File: config.mk
export PLATFORM = sky130hd
export DESIGN_NAME = prog_run_ctrl
export DESIGN_NICKNAME = d
export VERILOG_FILES = /design/src/rtl/prog_run_ctrl.sv
export SDC_FILE = /design/constraint.sdc
export NUM_CORES = 1
export LEC_CHECK = 0
export CORE_ASPECT_RATIO = 1.2
export CORE_UTILIZATION = 26
export CTS_CLUSTER_SIZE = 24
export DETAILED_ROUTE_END_ITERATION = 6
export PLACE_DENSITY_LB_ADDON = 0.08
export SLEW_MARGIN = 15
export SYNTH_ARGS = -nofsm -noshare
export SYNTH_HDL_FRONTEND = slang
export SYNTH_SLANG_ARGS = --single-unit
export TNS_END_PERCENT = 100
File: constraint.sdc
create_clock -name clk -period 1.85 [get_ports clk]
set_input_delay 0.37 -clock clk [delete_from_list [all_inputs] [get_ports clk]]
set_output_delay 0.37 -clock clk [all_outputs]
set_load 0.005 [all_outputs]
File: src/rtl/prog_run_ctrl.sv
// -----------------------------------------------------------------------------
// prog_run_ctrl
//
// Run controller for the FEC processor core. Each falling edge of start
// launches the next program (round-robin over NPROG programs). It loads the
// PC with the program base address, runs until the decoder reports a halt
// instruction or the watchdog expires, retires the pipeline during a short
// drain window, and then raises ack. A rising edge of start either
// acknowledges a finished program or aborts one in flight.
//
// Optional feature (compile-time macro PROG_RUN_CTRL_CYCCNT_EN):
//   When defined, adds output run_cycles, the RUN cycle count of the last
//   completed or aborted run.
//
// Ports:
//   clk          in   system clock, rising edge
//   reset        in   asynchronous reset, active low
//   start        in   bench level; fall = launch request, rise = ack / abort
//   halt_insn    in   decoder flag: current instruction is a halt
//   pc_load      out  one-cycle pulse: PC loads pc_load_val
//   pc_load_val  out  [A-1:0] program base address (prog_idx * PROG_STRIDE)
//   pc_hold      out  PC holds its value
//   run_en       out  enables register-file and data-memory writes
//   ack          out  program complete (level)
//   timeout      out  last run ended by the watchdog; sticky until next launch
//   prog_idx     out  [1:0] index of the current or last program
//   run_cycles   out  [11:0] (macro only) RUN cycles of the last run
//
// Handshake: start is a level owned by the bench. Only its sampled edges
// matter: a fall in IDLE launches; a rise in DONE acknowledges; a rise in
// LAUNCH/RUN/DRAIN aborts. Sub-cycle glitches are not seen.
// -----------------------------------------------------------------------------
module prog_run_ctrl #(
    parameter int A            = 10,
    parameter int NPROG        = 3,
    parameter int PROG_STRIDE  = 256,
    parameter int MAX_CYCLES   = 4095,
    parameter int DRAIN_CYCLES = 2
) (
    input  logic         clk,
    input  logic         reset,
    input  logic         start,
    input  logic         halt_insn,
    output logic         pc_load,
    output logic [A-1:0] pc_load_val,
    output logic         pc_hold,
    output logic         run_en,
    output logic         ack,
    output logic         timeout,
    output logic [1:0]   prog_idx
`ifdef PROG_RUN_CTRL_CYCCNT_EN
    ,
    output logic [11:0]  run_cycles
`endif
);

    typedef enum logic [2:0] {
        IDLE   = 3'd0,
        LAUNCH = 3'd1,
        RUN    = 3'd2,
        DRAIN  = 3'd3,
        DONE   = 3'd4
    } state_t;

    state_t       state;
    state_t       state_next;
    logic         start_q;
    logic         fall;
    logic         rise;
    logic [11:0]  cyc_cnt;
    logic [11:0]  cyc_cnt_next;
    logic [11:0]  cyc_inc;
    logic [2:0]   drain_cnt;
    logic [2:0]   drain_cnt_next;
    logic [1:0]   idx_next;
    logic         timeout_next;
    logic         pc_load_next;
    logic         pc_hold_next;
    logic         run_en_next;
    logic         ack_next;
    logic [A-1:0] pc_load_val_next;

    assign fall    = start_q & ~start;
    assign rise    = ~start_q & start;
    assign cyc_inc = cyc_cnt + 12'd1;

    // Next-state logic. Every output is a flop loaded from a decode of the
    // next state, so outputs change on the same edge as the state.
    always_comb begin
        state_next     = state;
        cyc_cnt_next   = cyc_cnt;
        drain_cnt_next = drain_cnt;
        idx_next       = prog_idx;
        timeout_next   = timeout;

        case (state)
            IDLE: begin
                // A rise here is meaningless and is ignored.
                if (fall) begin
                    state_next   = LAUNCH;
                    cyc_cnt_next = 12'd0;
                    timeout_next = 1'b0;
                end
            end
            LAUNCH: begin
                if (rise) state_next = IDLE;
                else      state_next = RUN;
            end
            RUN: begin
                // cyc_inc counts the current RUN cycle, so the watchdog
                // ends the run after exactly MAX_CYCLES RUN cycles.
                cyc_cnt_next = cyc_inc;
                if (rise) begin
                    state_next = IDLE;
                end else if (halt_insn) begin
                    // Halt takes priority over a watchdog hit in the same cycle.
                    state_next     = DRAIN;
                    drain_cnt_next = 3'd0;
                    timeout_next   = 1'b0;
                end else if (cyc_inc == 12'(MAX_CYCLES)) begin
                    state_next     = DRAIN;
                    drain_cnt_next = 3'd0;
                    timeout_next   = 1'b1;
                end
            end
            DRAIN: begin
                if (rise) begin
                    state_next = IDLE;
                end else if (drain_cnt == 3'(DRAIN_CYCLES - 1)) begin
                    state_next = DONE;
                end else begin
                    drain_cnt_next = drain_cnt + 3'd1;
                end
            end
            DONE: begin
                if (rise) begin
                    state_next = IDLE;
                    idx_next   = (prog_idx == 2'(NPROG - 1)) ? 2'd0 : prog_idx + 2'd1;
                end
            end
            default: begin
                state_next = IDLE;
            end
        endcase
    end

    // Output decode of the next state.
    always_comb begin
        pc_load_next     = (state_next == LAUNCH);
        pc_hold_next     = !((state_next == LAUNCH) || (state_next == RUN));
        run_en_next      = (state_next == RUN) || (state_next == DRAIN);
        ack_next         = (state_next == DONE);
        pc_load_val_next = A'(idx_next) * A'(PROG_STRIDE);
    end

    always_ff @(posedge clk or negedge reset) begin
        if (!reset) begin
            state       <= IDLE;
            start_q     <= 1'b0;
            prog_idx    <= 2'd0;
            cyc_cnt     <= 12'd0;
            drain_cnt   <= 3'd0;
            pc_load     <= 1'b0;
            pc_load_val <= '0;
            pc_hold     <= 1'b1;
            run_en      <= 1'b0;
            ack         <= 1'b0;
            timeout     <= 1'b0;
        end else begin
            state       <= state_next;
            start_q     <= start;
            prog_idx    <= idx_next;
            cyc_cnt     <= cyc_cnt_next;
            drain_cnt   <= drain_cnt_next;
            pc_load     <= pc_load_next;
            pc_load_val <= pc_load_val_next;
            pc_hold     <= pc_hold_next;
            run_en      <= run_en_next;
            ack         <= ack_next;
            timeout     <= timeout_next;
        end
    end

`ifdef PROG_RUN_CTRL_CYCCNT_EN
    // Captured when RUN is left for any reason (halt, watchdog, abort);
    // cleared when the next program launches.
    always_ff @(posedge clk or negedge reset) begin
        if (!reset) begin
            run_cycles <= 12'd0;
        end else if (state == RUN && state_next != RUN) begin
            run_cycles <= cyc_inc;
        end else if (state_next == LAUNCH && state != LAUNCH) begin
            run_cycles <= 12'd0;
        end
    end
`endif

endmodule

**Yosys cells after proc, flatten, opt, wreduce, memory -nomap -nowiden**

Cells that the tools add are included.

- Bits in registers: 26
- Input bits: 4
- Output and inout bits: 17
- Logic and storage cells: 68

- $add $sub $neg: 3
- Equality and inequality tests: 16
- Muxes and demuxes: 25
- Bitwise operators: 4
- Reduce and logical (&&, ||, !) cells: 10

Operator list:

| operator | count |
|---|---|
| two-way mux 3 bit | 12 |
| one-hot mux 12 bit (2 select lines) | 1 |
| one-hot mux 3 bit (5 select lines) | 1 |
| adder 12 x 1 -> 12 bit (second input constant) | 1 |
| equality test 12 bit (second input constant) | 1 |
| equality test 3 x 2 -> 1 bit (second input constant) | 4 |
| two-way mux 12 bit | 1 |
| equality test 3 x 1 -> 1 bit (second input constant) | 3 |
| two-way mux 2 bit | 4 |
| != test 2 bit (second input constant) | 4 |
| equality test 3 bit (second input constant) | 2 |
| one-hot mux 3 bit (2 select lines) | 1 |
| AND reduction 5 bit | 1 |
| two-way mux 1 bit | 4 |
| AND reduction 2 bit | 2 |
| AND reduction 4 bit | 1 |
| nonzero test 2 bit | 2 |
| adder 3 x 1 -> 3 bit (second input constant) | 1 |
| logical NOT 3 bit | 1 |
| != test 3 bit (second input constant) | 1 |
| adder 2 x 1 -> 2 bit (second input constant) | 1 |
| AND 1 bit | 2 |
| equality test 2 bit (second input constant) | 1 |
| logical OR 1 bit | 2 |
| other kinds (3) | 4 |

**Longest topological paths before layout**

- Depth in word-level cells: 9
- Depth in mapped cells: 7
- Gate-level depth less buffers: 6

**Least setup slack after synthesis**

Ideal clock, no wire load.

- Path kind: reg2reg
- Start point: reg cyc_cnt[0]
- End point: reg drain_cnt[0]
- Library setup time: 120 ps
- Arrival time: 1,659 ps
- Required time: 1,730 ps
- Slack: 72 ps
- Cell stages (with the launch flop): 8
- Buffers on the path: 1
- Period minus slack after synthesis: 1,778 ps
- Cell sequence: dfrtp_1 > ha_1 > and2_1 > clkbuf_1 > nand4b_1 > a21boi_2 > o2111ai_2 > a31o_1

- Cells in the longest elaborated chain, start to end: 4

RTL lines:

| element | RTL line | text |
|---|---|---|
| from (decl) | 70 | `logic [11:0] cyc_cnt;` |
| from (signal assigned) | 173 | `cyc_cnt <= cyc_cnt_next;` |
| adder 12 x 1 -> 12 bit | 85 | `assign cyc_inc = cyc_cnt + 12'd1;` |
| equality test 12 bit | 120 | `end else if (cyc_inc == 12'(MAX_CYCLES)) begin` |
| != test 3 bit (no line) | n/a |  |
| AND reduction 5 bit (no line) | n/a |  |
| to (signal assigned) | 174 | `drain_cnt <= drain_cnt_next;` |
| to (decl) | 73 | `logic [2:0] drain_cnt;` |

Every way passes these cells.
A chain may end at the register's enable or synchronous reset.

**Worst setup path in the final report**

- Start point: reg cyc_cnt[8]
- End point: reg drain_cnt[0]

The elaborated chain is that of the path after synthesis.

==> results.toml <==
[grt]
use_met1_pct = 13.9
grt_pass1_vias = 1174
antenna_found_initial = 0
gr-total-overflow = 0
top_usage_layer = "met2"
grt_max_degree = 27
grt_pass1_wl_um = 5490
gr-usage-all-layers_pct = 11.9
grt_use_met2_pct = 20.7
grtUsageMet3_pct = 2.43

[timing]
grt_setup_unrepaired = "false"
fmax_ghz = 0.581
finClkSkew_ns = 0.00728
worst_pin_slew_ns = 0.638
setup_viol = 0
min_period_ns = 1.72
period_share_pct = 93.1
maxSlewViolCount = 0
maxSlewHeadroom_pct = 57.5
final_hold_viol_count = 0
setup_ws_ns = 0.128
fin_tns_setup_ns = 0

[yosys]
avgSynthCellArea_um2 = 9.31
syn_area_um2 = 1420
synth-seq-cells = 26
yosysSeqAreaShare_pct = 46.1
yosys_warnings = 0
ys.flop_type = "dfrtp_1"
synth_edf_count = 0
async_flop_share_pct = 100
syn-instance-count = 152
yosysUniqueCellTypes = 36

[finish]
area_growth_pct = 26.4
regArea_um2 = 652
fill_cells = 539
drive_gt1_share_pct = 17.9
multiInputGateArea_um2 = 703
final_cell_count_no_fill = 241
diodes = 0
nets = 188

[clock_tree]
root_buffer = "clkbuf_8"
cts_tree = "built"
clock_sink_count = 26
numCtsBuffers = 3
cts_setup_buffers = 0
postCtsHoldBufs = 0
htreeDepth = 1
clk_latency_ns = 0.27
cts_resized = 0
cts-root-to-sink-buffers = 2
cts.reportedPaths.clkPinSlew_ns = 0.10

[drt]
initialDrtViolationCount = 62
wl_um = 3240
firstDrtPassIters = 4
route.vias.total = 1146
routedWlPerCell_um = 13.4
ant_nets = 0
drc_errors = 0
viasPerCell = 4.76

[power]
seq_power_share_pct = 38.2
switching_share_pct = 35.2
pwr-share-clk_pct = 21.8
p_leak_uw = 0.000765
ir_worst_vdd_mv = 0.459
p_int_uw = 1430
p_per_area_nw_per_um2 = 1240
p_sw_uw = 779
comb_power_share_pct = 40.0

[worst_hold_path]
holdCritPathClass = "in2async"

[setup_path]
cp.arrival_ns = 1.89
cpPeakStageDelay_ns = 0.40
worstReg2RegEnd = "drain_cnt[0]"
cp_top_family = "compound AO/OA/AOI/OAI gates"
crit_type = "reg2reg"
slowest_stage = "dfrtp_1"
path_cells = "nand4_1, nor2_1, a21boi_2, o2111ai_4, a31o_1"
r2r-start = "cyc_cnt[8]"
end_kind = "flop"
worst_r2r_path_depth = 5
crit_required_ns = 2.02
worstPathBufferInverterCount = 0
crit_path_start_kind = "flop"
rrSetupSlack_ns = 0.13
critPathMaxFanout = 6

[die]
core_area_um2 = 5260
die_w_um = 69.3
num_rows = 29
ios = 21
die_y_um = 82.8
dieArea_um2 = 5740
start_util_pct = 26.9

[placement]
dp_hpwl_um = 2360
pre_cts_ws_ns = -0.232
placed_cells = 237
numPortBuffers = 12
gp_congestion = 0.747

[status]
status = "complete, no violations"

[job]
maxCapViolations = 0
-- sequential cells by signal, indices dropped and copies added (netlist names) --
signal / cells
run_en: 1
start_q: 1
drain_cnt: 3
pc_hold: 1
ack: 1
pc_load: 1
timeout: 1
cyc_cnt: 12
pc_load_val: 2
state: 3
-- logic make-up (layout without fill, tap and decap cells) --
| family | count (synthesis) | in the layout | synth area share, % |
|---|---|---|---|
| compound gates | 37 | 37 | 17.2 |
| flops | 26 | 26 | 46.1 |
| mux | 1 | 1 | 0.707 |
| fa+ha+maj | 4 | 4 | 3.54 |
| xor+xnor | 5 | 5 | 3.09 |
| other cells | 1 | 8 | 0.265 |
| buf+inv | 20 | 40 | 7.96 |
| simple gates | 58 | 58 | 21.1 |
-- metrics by stage --
step                      hold WS (ns)  util (%)  instance area [um2]  total power (uW)
final                            0.465      34.0                 1790              2210
after global routing             0.491      34.0                 1790              2400
after CTS                        0.477      33.5                 1760              2230
after detailed placement         0.499      32.2                 1690              1730
after global placement           0.491      32.2                 1690              1730
after floorplan                 0.0744         -                 1440              1350
-- Yosys cell counts, drive strengths merged (3+ instances only) --
cell type,n,area share (%)
inv,4,1.1
nand3,10,4.4
buf,10,5.3
a21oi,5,1.8
o21ai,14,5.0
nor2,15,4.0
nand2,13,3.4
clkbuf,6,1.6
o31ai,5,2.7
nor3,4,1.4
xnor2,5,3.1
nand2b,3,1.3
a31oi,3,1.3
ha,4,3.5
dfrtp,25,44
-- worst max-delay path by stage --
stage | from | end | slack, ns | cells after the start
after global placement | start | drain_cnt[2] | -0.23 | 6
after global routing | cyc_cnt[2] | drain_cnt[1] | 0.004 | 5
after CTS | cyc_cnt[0] | drain_cnt[0] | 0.02 | 6
final | cyc_cnt[8] | drain_cnt[0] | 0.13 | 5
after detailed placement | start | drain_cnt[0] | -0.23 | 5
after floorplan | cyc_cnt[0] | drain_cnt[0] | 0.07 | 7
-- metal layers --
metal  vias to the layer above  wire [um]
met2                        12       1720
li1                        572          -
met4                         0         37
met5                         -          0
met3                         4         77
met1                       558       1400
-- placed cells by master, fill, tap and decap left out, types with 2 or more instances in the layout --
cell | Yosys | layout
buf_4 | 10 | 20
nand4_1 | 2 | 2
nor2_1 | 15 | 14
nor3_1 | 4 | 4
conb_1 | 1 | 8
ha_1 | 4 | 4
nand3_1 | 9 | 9
a2111oi_0 | 2 | 2
dfrtp_1 | 25 | 25
xnor2_1 | 5 | 5
nand2b_1 | 3 | 3
a21oi_1 | 5 | 5
o21ai_0 | 14 | 14
inv_1 | 4 | 4
a31o_1 | 2 | 2
clkdlybuf4s50_1 | 0 | 12
a31oi_1 | 3 | 3
and2_1 | 2 | 2
nand2_1 | 13 | 13
o31ai_1 | 5 | 5
clkbuf_8 | 0 | 3
-- final cells by class --
cell class              count  area share (%)
well taps                  62            4.34
repair buffers             32            15.1
flip-flops and latches     26            36.4
clock buffers               3            2.31
inverters                   4           0.839
multi-input cells         113            39.3
clock inverters             1            1.68
-- power groups by stage --
| stage | clock network, uW | logic, uW | registers [uW] |
|---|---|---|---|
| after floorplan | 0 | 492 | 860 |
| after global placement | 0 | 871 | 857 |
| after detailed placement | 0 | 873 | 861 |
| after CTS | 502 | 876 | 849 |
| after global routing | 521 | 998 | 877 |
| final | 482 | 884 | 846 |
Power figures use the tool's default switching activity.
